### src/rtl/chime_selector_pkg.sv
// Shared types and defaults for the chime selector: FSM state encoding,
// select-width helper and default sample geometry.
package chime_pkg;

   typedef enum logic {
      PLAY = 1'b0,
      MUTE = 1'b1
   } state_t;

   localparam int CHIME_WIDTH = 24;
   localparam int CHIME_DELAY = 5;

   // A two-channel selector still needs a one-bit select.
   function automatic int sel_w(input int n);
      return (n > 2) ? $clog2(n) : 1;
   endfunction

endpackage

### src/rtl/chime_selector_if.sv
// Sample-source / chime-driver bundle for chime_selector.
// master = the side feeding samples and selections, slave = the selector.
interface chime_selector_if
   import chime_pkg::*;
#(
   parameter int WIDTH = CHIME_WIDTH,
   parameter int N_CH  = 4
) ();
   localparam int SEL_W = sel_w(N_CH);

   logic [N_CH*WIDTH-1:0] ch_data;
   logic [SEL_W-1:0]      sel;
   logic                  sel_valid;
   logic [WIDTH-1:0]      out;
   logic                  out_valid;
   logic                  busy;
   logic                  sel_err;

   modport master (
      output ch_data, sel, sel_valid,
      input  out, out_valid, busy, sel_err
   );

   modport slave (
      input  ch_data, sel, sel_valid,
      output out, out_valid, busy, sel_err
   );
endinterface

### src/rtl/chime_selector_delay_line.sv
// Fixed-latency shift register: q is d delayed by DELAY clocks, no stall input.
// Synchronous active-low reset clears every stage.
module chime_delay_line #(
   parameter int WIDTH = 25,
   parameter int DELAY = 5
) (
   input  logic             clk,
   input  logic             rst_n,
   input  logic [WIDTH-1:0] d,
   output logic [WIDTH-1:0] q
);
   logic [WIDTH-1:0] pipe [DELAY];

   always_ff @(posedge clk) begin
      if (!rst_n) begin
         for (int i = 0; i < DELAY; i++) pipe[i] <= '0;
      end else begin
         pipe[0] <= d;
         for (int i = 1; i < DELAY; i++) pipe[i] <= pipe[i-1];
      end
   end

   assign q = pipe[DELAY-1];
endmodule

### src/rtl/chime_selector.sv
// N_CH-way chime sample selector, DELAY-cycle latency, muting MUTE_CYCLES on each change;
// no backpressure. CHIME_SEL_HOLD_EN: hold the last played sample while muted instead of silence.
module chime_selector
   import chime_pkg::*;
#(
   parameter int WIDTH       = CHIME_WIDTH,
   parameter int N_CH        = 4,
   parameter int DELAY       = CHIME_DELAY,
   parameter int MUTE_CYCLES = 8
) (
   input  logic             clk,
   input  logic             rst_n,
   chime_selector_if.slave  bus
);
   localparam int             SEL_W   = sel_w(N_CH);
   localparam logic [SEL_W:0] N_CH_L  = (SEL_W+1)'(N_CH);
   localparam logic [7:0]     MUTE_LD = 8'(MUTE_CYCLES - 1);

   state_t           state;
   logic [SEL_W-1:0] cur_sel;
   logic [SEL_W-1:0] pending;
   logic [7:0]       cnt;
   logic             busy_r;
   logic             sel_err_r;

   logic [WIDTH-1:0] ch [N_CH];
   logic [WIDTH-1:0] mute_val;
   logic [WIDTH-1:0] stage0;
   logic             sel_legal;
   logic [WIDTH:0]   dl_q;

   for (genvar k = 0; k < N_CH; k++) begin : g_ch
      assign ch[k] = bus.ch_data[k*WIDTH +: WIDTH];
   end

   assign sel_legal = {1'b0, bus.sel} < N_CH_L;

`ifdef CHIME_SEL_HOLD_EN
   logic [WIDTH-1:0] hold;

   // Captured every PLAY cycle, so it freezes on the value taken the cycle the mute starts.
   always_ff @(posedge clk) begin
      if (!rst_n)              hold <= '0;
      else if (state == PLAY)  hold <= stage0;
   end
   assign mute_val = hold;
`else
   assign mute_val = '0;
`endif

   assign stage0 = (state == MUTE) ? mute_val : ch[cur_sel];

   always_ff @(posedge clk) begin
      if (!rst_n) begin
         state     <= PLAY;
         cur_sel   <= '0;
         pending   <= '0;
         cnt       <= '0;
         busy_r    <= 1'b0;
         sel_err_r <= 1'b0;
      end else begin
         if (bus.sel_valid && !sel_legal) sel_err_r <= 1'b1;
         case (state)
            PLAY: begin
               if (bus.sel_valid && sel_legal && bus.sel != cur_sel) begin
                  pending <= bus.sel;
                  cnt     <= MUTE_LD;
                  busy_r  <= 1'b1;
                  state   <= MUTE;
               end
            end
            MUTE: begin
               // A legal request restarts the mute, even on its final cycle.
               if (bus.sel_valid && sel_legal) begin
                  pending <= bus.sel;
                  cnt     <= MUTE_LD;
               end else if (cnt == 8'd0) begin
                  cur_sel <= pending;
                  busy_r  <= 1'b0;
                  state   <= PLAY;
               end else begin
                  cnt <= cnt - 8'd1;
               end
            end
            default: state <= PLAY;
         endcase
      end
   end

   // The valid bit rides with the sample; reset flushes it, so a constant 1 suffices.
   chime_delay_line #(
      .WIDTH (WIDTH + 1),
      .DELAY (DELAY)
   ) u_delay (
      .clk   (clk),
      .rst_n (rst_n),
      .d     ({1'b1, stage0}),
      .q     (dl_q)
   );

   assign bus.out       = dl_q[WIDTH-1:0];
   assign bus.out_valid = dl_q[WIDTH];
   assign bus.busy      = busy_r;
   assign bus.sel_err   = sel_err_r;
endmodule

### src/flat_wrapper.sv
// flat-port wrapper written by rule: the top's interface ports become plain ports
module chime_selector_flat import chime_pkg::*;
#(
   parameter int WIDTH       = CHIME_WIDTH,
   parameter int N_CH        = 4,
   parameter int DELAY       = CHIME_DELAY,
   parameter int MUTE_CYCLES = 8
)
  (clk, rst_n, bus_ch_data, bus_sel, bus_sel_valid, bus_out, bus_out_valid, bus_busy, bus_sel_err);
  chime_selector_if #(.WIDTH(WIDTH), .N_CH(N_CH)) bus_i ();
  input  logic clk;
  input  logic rst_n;
  input wire logic [$bits(bus_i.ch_data)-1:0] bus_ch_data;
  input wire logic [$bits(bus_i.sel)-1:0] bus_sel;
  input wire logic [$bits(bus_i.sel_valid)-1:0] bus_sel_valid;
  output wire logic [$bits(bus_i.out)-1:0] bus_out;
  output wire logic [$bits(bus_i.out_valid)-1:0] bus_out_valid;
  output wire logic [$bits(bus_i.busy)-1:0] bus_busy;
  output wire logic [$bits(bus_i.sel_err)-1:0] bus_sel_err;
  assign bus_i.ch_data = bus_ch_data;
  assign bus_i.sel = bus_sel;
  assign bus_i.sel_valid = bus_sel_valid;
  assign bus_out = bus_i.out;
  assign bus_out_valid = bus_i.out_valid;
  assign bus_busy = bus_i.busy;
  assign bus_sel_err = bus_i.sel_err;
  chime_selector #(.WIDTH(WIDTH), .N_CH(N_CH), .DELAY(DELAY), .MUTE_CYCLES(MUTE_CYCLES)) u_core (.clk(clk), .rst_n(rst_n), .bus(bus_i));
endmodule
### config.mk
export PLATFORM = sky130hd
export DESIGN_NAME = chime_selector_flat
export DESIGN_NICKNAME = d
export VERILOG_FILES = /design/src/rtl/chime_selector_pkg.sv /design/src/rtl/chime_selector_if.sv /design/src/rtl/chime_selector_delay_line.sv /design/src/rtl/chime_selector.sv /design/src/flat_wrapper.sv
export SDC_FILE = /design/constraint.sdc
export NUM_CORES = 1
export LEC_CHECK = 0
export CAP_MARGIN = 40
export CORE_ASPECT_RATIO = 1.4
export CORE_MARGIN = 2
export CORE_UTILIZATION = 43
export DETAILED_ROUTE_END_ITERATION = 16
export GPL_TIMING_DRIVEN = 0
export PLACE_DENSITY_LB_ADDON = 0.25
export SETUP_SLACK_MARGIN = 0.4
export SLEW_MARGIN = 10
export SYNTH_ARGS = -nofsm -noshare
export SYNTH_HDL_FRONTEND = slang
export SYNTH_SLANG_ARGS = --single-unit
export TNS_END_PERCENT = 1
### constraint.sdc
create_clock -name clk -period 1.8 [get_ports clk]
set_input_delay 0.36 -clock clk [delete_from_list [all_inputs] [get_ports clk]]
set_output_delay 0.36 -clock clk [all_outputs]
set_load 0.02 [all_outputs]
==> reports/results.ini <==
[logic_synthesis]
synth_top_family_by_area = simple AND/OR/NAND/NOR gates
syn_area_um2 = 4840
syn_inst = 404
yosys_warnings = 0
ys.flop_type = dfxtp_1
synthMuxAreaShare_pct = 11.8
synth_fa_ha_area_share_pct = 0.258
yosysMostFrequentCell = dfxtp_1
yosysTopAreaCellShare_pct = 57.5
post_synth_num_cell_types = 39
syn_avg_cell_area_um2 = 12.0
ys_ff_latch = 139
synth_edf_count = 0
yosysTopAreaCell = dfxtp_1
synth_area_leaders = dfxtp_1 (57%), and2_1 (13%), mux4_2 (11%)
synth_nets = 506
ys_top_cells_by_count = dfxtp_1 (139), and2_1 (101), nor2b_1 (26)
yosys.area_share.simple_pct = 20.4
ys_seq_area_share_pct = 57.5
synth-xor-area-share_pct = 0.362
synth_compound_area_share_pct = 3.49
synthArstFlopShare_pct = 0

[route]
antenna_left = 0
vias = 3197
initialDrtViolationCount = 93
dr.pass1.iters = 4
route.detailed.drc = 0
vias_per_cell = 4.53
wl_um = 8590
wire_per_inst_um = 12.2

[floorplanning]
pin_count = 128
rows = 45
die_w_um = 93.7
fp.dieArea_um2 = 12100
core_area_um2 = 10900
die_h_um = 130
start_util_pct = 44.3

[placement]
portBuffers = 126
place_congestion = 0.823
hpwl_um = 6750
dp_cells = 671
place_area_um2 = 6310
dp_slack_ps = -366

[layout]
final_area_um2 = 7020
seq_area_um2 = 2790
fillers = 864
layout-drive-gt1-share_pct = 19.5
multi_input_area_um2 = 1860
nNetsFinal = 654
area_growth_syn_to_layout_pct = 45.0
final_core_util_pct = 64.3
fin_cells = 706
diodes = 0

[clock_network]
clk_pin_slew_ps = 60
cts_buffers = 17
cts_tree = built
cts_buffer_depth = 2
cts_max_level = 4
root_buffer = clkbuf_16
worstSkewPairLatency_ps = 400
cts_hold_buf = 0
cts_sinks = 139

[worst_setup_path]
worstRegToRegCells = 6
worstPathArrival_ps = 2070
r2r_end = u_core.cnt[1]
crit_chain = inv_1 -> ha_2 -> or2b_4 -> or3_4 -> a31oi_4 -> o21a_1
criticalPathCategory = register to register
reg2reg_from = u_core.cnt[0]
path_max_fanout = 5
endpoint_kind = register
critPathMaxStageDelay_ps = 410
crit_required_ps = 2140
crit_path_start_kind = register
slowest_stage = or3_4
r2r_setup_slack_ps = 60

[sta]
slew_headroom_pct = 59.8
hold_viol = 0
clock.fmax_mhz = 576
min_period_ps = 1740
finalSetupTns_ps = 0
worst_clock_skew_ps = 6.34
finalMaxSlewViolations = 0
post-route-period-util_pct = 96.5
setup_viol = 0
fin_ws_ps = 63.2
rsz0062_at_grt = true
worst_pin_slew_ps = 597

[power_and_ir_drop]
p_leak_nw = 2.86
peakVddDrop_mv = 0.640
power.density_nw_per_um2 = 1050

[grt]
grt.overflow.total = 0
grt_pass1_vias = 3171
grt_max_degree = 17
grt_usage_pct = 15.0
grt_pass1_wl_um = 13900
antenna_found_initial = 0

[worst_hold_path]
min_to = u_core.u_delay.pipe[0][115]
whs_path_depth = 1
min_from = u_core.u_delay.pipe[0][90]
hold_class = register to register

[job]
cap_violations = 0

[run_status]
outcome = complete, no violations

## registers in the layout, indices dropped and copies added, names as in the netlist
register,count
u_core.cnt,8
u_core.cur_sel,2
u_core.u_delay.pipe,125
u_core.bus.busy,1
u_core.state,1
u_core.pending,2
## per-layer routing
metal / global-route usage (%) / vias up / part of all wire (%)
li1: - / 1615 / -
met1: 14.0 / 1427 / 37
met2: 28.6 / 134 / 53
met3: 4.94 / 21 / 6.6
met4: 7.84 / 0 / 3.3
met5: 0 / - / 0
## worst max-delay path by stage
stage,startpoint,to,depth (start not counted)
after global placement,bus_sel[0],u_core.cnt[1],5
after global routing,u_core.cnt[0],u_core.cnt[1],6
after detailed placement,bus_sel[0],u_core.cnt[1],5
after CTS,u_core.cnt[0],u_core.cnt[1],6
final,u_core.cnt[0],u_core.cnt[1],6
after floorplan,u_core.cnt[6],u_core.cur_sel[1],4
## cell type report
type | instances | area share [%]
clock buffer | 18 | 6.25
inverter | 4 | 0.214
sequential | 139 | 39.8
tap | 141 | 2.51
clock inverter | 14 | 2.76
timing repair buffer | 129 | 17.8
multi-input combinational | 214 | 26.6
buffer | 47 | 4.12
## cell families after synthesis
kind of cell,Yosys count
compound gates,24
xor+xnor,2
fa+ha+maj,1
buf+inv,51
flops,139
mux,27
other cells,1
simple gates,159
## power breakdown
group          switching [W]  total (W)  leakage [nW]  internal, W
Combinational       0.000224   0.000606          1.42     0.000382
Clock                0.00122    0.00357         0.306      0.00236
Sequential         0.0000378    0.00322          1.13      0.00319
Total                0.00148    0.00740          2.86      0.00592
## stage by stage
| stage | hold slack, ps | total power, W |
|---|---|---|
| floorplan | 388 | 0.00355 |
| global placement | 413 | 0.00383 |
| detailed placement | 417 | 0.00386 |
| CTS | 427 | 0.00745 |
| global route | 437 | 0.00768 |
| finish | 424 | 0.00740 |
## critical path: cells and delay by family (launching register included)
family          cells  cell delay, ps
flops               1             360
simple gates        2             740
buf+inv             1              60
fa+ha+maj           1             200
compound gates      2             300
## layout by cell type (no fill, tap or decap), types with 2 or more instances in the layout
cell type,n
dfxtp_1,136
and2_1,101
clkdlybuf4s50_1,101
buf_4,30
nor2b_1,26
dlygate4sd2_1,25
mux4_2,24
clkbuf_16,17
clkbuf_1,16
o21ai_0,6
nor2_1,6
nand2_1,6
inv_1,4
a31oi_1,4
clkinv_4,4
bufinv_16,4
buf_2,3
o31ai_4,3
mux2i_1,3
nand3_1,3
clkinv_2,3
nand2b_1,2
or4_4,2
o21a_1,2
nand4_1,2
a21oi_1,2
nor3_1,2
clkinvlp_4,2
dfxtp_4,2
## repair_timing
action / 4_1_cts / 5_1_grt
gates resized for setup: 36 / 3
cloned: 0 / 0
pin swaps: 5 / 2
endpoints found under the setup margin: 141 / 144
buffers inserted: 3 / 0
No activity file was read; power rests on OpenSTA's default activity.
==> patch 1, RTL diff (config.mk and constraints unchanged) <==
Add a define of `CHIME_SEL_HOLD_EN`.
--- a/src/rtl/chime_selector.sv
+++ b/src/rtl/chime_selector.sv
@@ -1,5 +1,7 @@
 // N_CH-way chime sample selector, DELAY-cycle latency, muting MUTE_CYCLES on each change;
 // no backpressure. CHIME_SEL_HOLD_EN: hold the last played sample while muted instead of silence.
+`define CHIME_SEL_HOLD_EN
+
 module chime_selector
    import chime_pkg::*;
 #(
Check against the original RTL: not equivalent (Yosys sat finds a counterexample within 10 cycles, from zero or initial values and one cycle with rst_n low).
==> patch 1 against the original RTL <==
  * Final area grew 11%
  * Sequential power grew 19%
  * Routed wire length grew 7.4%
  * Count of clock-buffer cells in the layout shrank 1
  * Synthesized cell count grew 16%
  * Via count grew 11%
  * Total power grew 11%
  * Highest routed layer unchanged
  * Hold slack lost 42 ps
  * Setup slack gained 70 ps
  * Synthesized area grew 16%
  * Non-clock buffer count grew 4
  * Sequential cell count grew 24
==> patch 1: results <==
metrics = {
    "outcome": {
        "outcome": "finished, final reports clean",
    },
    "clock_tree": {
        "clk_path_buf_depth": 2,
        "htree_levels": 4,
        "clock_latency_ps": 410,
        "root_buffer": "clkbuf_16",
        "clk_pin_slew_ps": 60,
        "cts_made_buffers": 17,
    },
    "yosys": {
        "synth-async-reset-ratio_pct": 0,
        "synthTopCellsByArea": "dfxtp_1 (58%), and2_1 (11%), mux4_2 (9.6%)",
        "ys_types": 33,
        "yosys_warnings": 0,
        "syn_avg_cell_area_um2": 12.0,
        "syn-num-nets": 570,
        "ys.flop_type": "dfxtp_1",
        "synthTopCellsByCount": "dfxtp_1 (163), and2_1 (100), nor2_1 (52), mux2i_1 (33), buf_4 (26)",
        "seq_area_frac_synth_pct": 58.1,
    },
    "drt": {
        "met2_length_um": 4980,
        "wl_um": 9220,
        "wl_met3_um": 548,
        "drt_iter0_drc": 95,
        "vias_per_cell": 4.52,
        "dr.pass1.iters": 4,
        "wl_per_cell_um": 11.8,
        "maxUsedRoutingLayer": "met4",
        "met1_length_um": 3550,
    },
    "placement": {
        "post_dp_cell_area_um2": 7080,
        "io_buffer_count": 126,
        "dp_cells": 747,
        "hpwl_um": 7250,
        "gp_congestion": 0.752,
        "pre_cts_slack_ps": -341,
    },
    "timing": {
        "fin_tns_setup_ps": 0,
        "finClkSkew_ps": 7.74,
    },
    "cells_and_area": {
        "layout-drive-gt1-share_pct": 17.6,
        "n_antenna_cell": 0,
        "fin_nets": 719,
        "reg_top3": "u_core.u_delay.pipe: 125 flops, u_core.hold: 24 flops, u_core.cnt: 8 flops",
    },
    "grt": {
        "track_usage_pct": 14.2,
        "grt_max_degree": 17,
        "grt_pass1_wl_um": 15500,
        "antenna_found_initial": 0,
    },
    "setup_path": {
        "crit_arrival_ps": 1960,
        "cp_top_family": "simple AND/OR/NAND/NOR gates",
        "critPathSlowestCell": "or4_4",
        "max_stage_delay_ps": 570,
        "worstPathMaxFanout": 3,
    },
    "flow_run": {
        "maxCapViolations": 0,
    },
    "power_and_ir_drop": {
        "peakVddDrop_mv": 0.615,
        "leakagePower_nw": 3.26,
    },
    "hold_path": {
        "hold_class": "input pin to flip-flop",
    },
}
patch 1: changes by cell type after synthesis, moves of 3 or more:
cell      delta
nor2_1      +46
mux2i_1     +30
nor2b_1     -25
dfxtp_1     +24
nand2b_1     +7
a31oi_1      -5
o21ai_0      -5
nand3_1      -3
patch 1: repair_timing:
| action | 4_1_cts | 5_1_grt |
|---|---|---|
| endpoints found under the setup margin | 157 | 158 |
| buffers inserted | 4 | 0 |
| pin swaps | 2 | 4 |
| resized for setup | 46 | 6 |
patch 1: kinds of logic after synthesis:
logic type	count (synthesis)	share of synthesized area (%)
DFF	163	58.1
buffers and inverters	53	5.41
xor gates and xnor gates	3	0.735
and+or+nand+nor	174	17.3
adders and majority gates	1	0.223
other	1	0.0668
muxes	57	15.5
AOI/OAI and AO/OA	16	2.65
patch 1: layer usage:
metal	track usage, %	vias up
met1	14.0	1576
met2	26.4	121
met5	0	-
met4	5.62	0
li1	-	1826
met3	5.07	14
patch 1: where the power goes:
group / internal [mW] / leakage (nW) / switching [mW]
sequential: 3.78 / 1.33 / 0.0591
clock: 2.22 / 0.294 / 1.44
combinational: 0.446 / 1.63 / 0.302
patch 1: worst min-delay path: cells and delay by family:
family	cells	cell delay (ps)
buffers and inverters	1	200
multiplexers	1	120
AND/OR/NAND/NOR	1	80
patch 1: worst paths after layout:
check                                     to  slack, ps  cells after the start                       start
hold reg to reg   u_core.u_delay.pipe[0][70]        430                      1  u_core.u_delay.pipe[0][45]
hold / removal             u_core.pending[1]        380                      3                  bus_sel[1]
setup reg to reg               u_core.cnt[2]        130                      4               u_core.cnt[6]
setup / recovery               u_core.cnt[2]        130                      4               u_core.cnt[6]
patch 1: stage by stage:
stage,power (mW),utilization [%]
final,8.25,61.0
after global routing,8.59,61.0
after CTS,8.36,60.9
after detailed placement,4.62,55.2
after global placement,4.60,55.2
after floorplan,4.29,-
patch 1: cell type report:
cell class | count | area, um^2
timing repair buffer | 130 | 1270
clock buffer | 17 | 425
inverter | 3 | 11.3
tap | 153 | 191
multi-input combinational | 252 | 2130
sequential | 163 | 3270
buffer | 50 | 328
fill | 1055 | 5000
clock inverter | 15 | 194
==> patch 2, RTL diff (same settings) <==
Without the edit above. Change the package constant `CHIME_DELAY` from 5 to 6.
--- a/src/rtl/chime_selector_pkg.sv
+++ b/src/rtl/chime_selector_pkg.sv
@@ -8,7 +8,7 @@
    } state_t;
 
    localparam int CHIME_WIDTH = 24;
-   localparam int CHIME_DELAY = 5;
+   localparam int CHIME_DELAY = 6;
 
    // A two-channel selector still needs a one-bit select.
    function automatic int sel_w(input int n);
Behaviour: not the same (a bounded check fails within 10 cycles, from zero or initial values and one cycle with rst_n low).
==> patch 2 against the original RTL <==
  * Total power increased by 2.7%
  * Sequential cell count increased by 25
  * Synthesized area increased by 11%
  * Setup slack improved by 85 ps
  * Routed wire length increased by 8.6%
  * Critical path type unchanged
  * Combinational power about the same
  * Final area increased by 5.5%
==> patch 2: results <==
metrics = {
    "drt": {
        "dr.pass1.iters": 4,
        "wl_met3_um": 527,
        "dr_total_vias": 3409,
        "maxUsedRoutingLayer": "met4",
        "met1_length_um": 3320,
        "met2_length_um": 5280,
        "wl_per_cell_um": 12.7,
        "drt_iter0_drc": 97,
        "vias_per_cell": 4.63,
    },
    "timing": {
        "slew_headroom_pct": 60.9,
        "finClkSkew_ps": 6.06,
        "fin_tns_setup_ps": 0,
    },
    "yosys": {
        "ys_types": 43,
        "synthTopCellsByArea": "dfxtp_1 (61%), and2_1 (17%), mux4_2 (10%)",
        "seq_area_frac_synth_pct": 61.1,
        "syn-num-nets": 530,
        "synthTopCellsByCount": "dfxtp_1 (164), and2_1 (149), mux4_2 (24), clkbuf_1 (18), nor2_1 (7)",
        "syn_avg_cell_area_um2": 12.6,
        "ys.flop_type": "dfxtp_1",
    },
    "setup_path": {
        "reg2reg_depth": 4,
        "cp_top_family": "buffers and inverters",
        "critPathSlowestCell": "clkbuf_1",
        "reg2reg_from": "u_core.cur_sel[1]",
        "reg2reg_slack_ps": 150,
        "crit_arrival_ps": 1950,
        "worstPathMaxFanout": 10,
        "reg2reg_to": "u_core.u_delay.pipe[0][13]",
        "max_stage_delay_ps": 470,
    },
    "cells_and_area": {
        "reg_top3": "u_core.u_delay.pipe: 150 flops, u_core.cnt: 8 flops",
        "fin_nets": 676,
        "layout-drive-gt1-share_pct": 13.6,
    },
    "grt": {
        "use_met3_pct": 4.47,
        "track_usage_pct": 14.9,
        "grt_pass1_vias": 3566,
        "grt_pass1_wl_um": 15900,
        "met1_usage_pct": 15.2,
        "grt_use_met2_pct": 28.1,
    },
    "clock_tree": {
        "htree_levels": 4,
        "clk_path_buf_depth": 2,
        "cts_setup_buffers": 0,
    },
    "power_and_ir_drop": {
        "comb_power_share_pct": 8.0,
        "peakVddDrop_mv": 0.713,
        "leakagePower_nw": 3.02,
        "p_int_mw": 5.95,
        "pwr-share-seq_pct": 49.8,
    },
    "placement": {
        "hpwl_um": 7130,
        "gp_congestion": 0.805,
        "pre_cts_slack_ps": -296,
        "io_buffer_count": 126,
        "dp_cells": 704,
    },
    "outcome": {
        "outcome": "finished, final reports clean",
    },
    "hold_path": {
        "hp-start": "bus_sel[0]",
        "hold_path_end": "u_core.pending[0]",
        "hold_class": "input pin to flip-flop",
        "holdPathStages": 3,
    },
}
-- patch 2: layout make-up --
type | instances | area (um^2)
plain buffers | 25 | 130
clock buffers | 19 | 443
clock inverters | 13 | 101
fillers | 1049 | 4840
inverters | 5 | 18.8
multi-input cells | 235 | 2010
flip-flops and latches | 164 | 3290
well taps | 150 | 188
repair buffers | 126 | 1230
-- patch 2: what timing repair did --
item,CTS,global route
pin swaps,1,3
gates cloned,0,1
gates resized for setup,25,4
setup endpoints to repair,155,178
-- patch 2: stage by stage --
stage               area [um^2]  power, mW  hold slack (ps)
finish                     7410       7.60              372
global placement           6870       4.45              414
global route               7410       7.92              426
CTS                        7390       7.69              426
detailed placement         6870       4.48              417
floorplan                  5420       4.17              388
-- patch 2: how the worst max path moves through the flow --
| stage | from | to | slack [ps] | cells past startpoint |
|---|---|---|---|---|
| finish | u_core.cur_sel[1] | u_core.u_delay.pipe[0][13] | 150 | 4 |
| CTS | u_core.u_delay.pipe[5][19] | bus_out[19] | 130 | 1 |
| global route | u_core.cnt[0] | u_core.cnt[7] | 70 | 7 |
| detailed placement | bus_sel[0] | u_core.cnt[1] | -300 | 5 |
| floorplan | u_core.cnt[0] | u_core.cnt[5] | 260 | 7 |
| global placement | bus_sel[0] | u_core.cnt[1] | -220 | 5 |
-- patch 2: cells by family after synthesis --
| group | after synthesis | synth area share (%) |
|---|---|---|
| AOI/OAI and AO/OA | 20 | 3.33 |
| xor gates and xnor gates | 6 | 1.26 |
| adders and majority gates | 1 | 0.233 |
| buffers and inverters | 30 | 2.65 |
| DFF | 164 | 61.1 |
| muxes | 30 | 11.2 |
| other | 1 | 0.0698 |
| and+or+nand+nor | 176 | 20.2 |
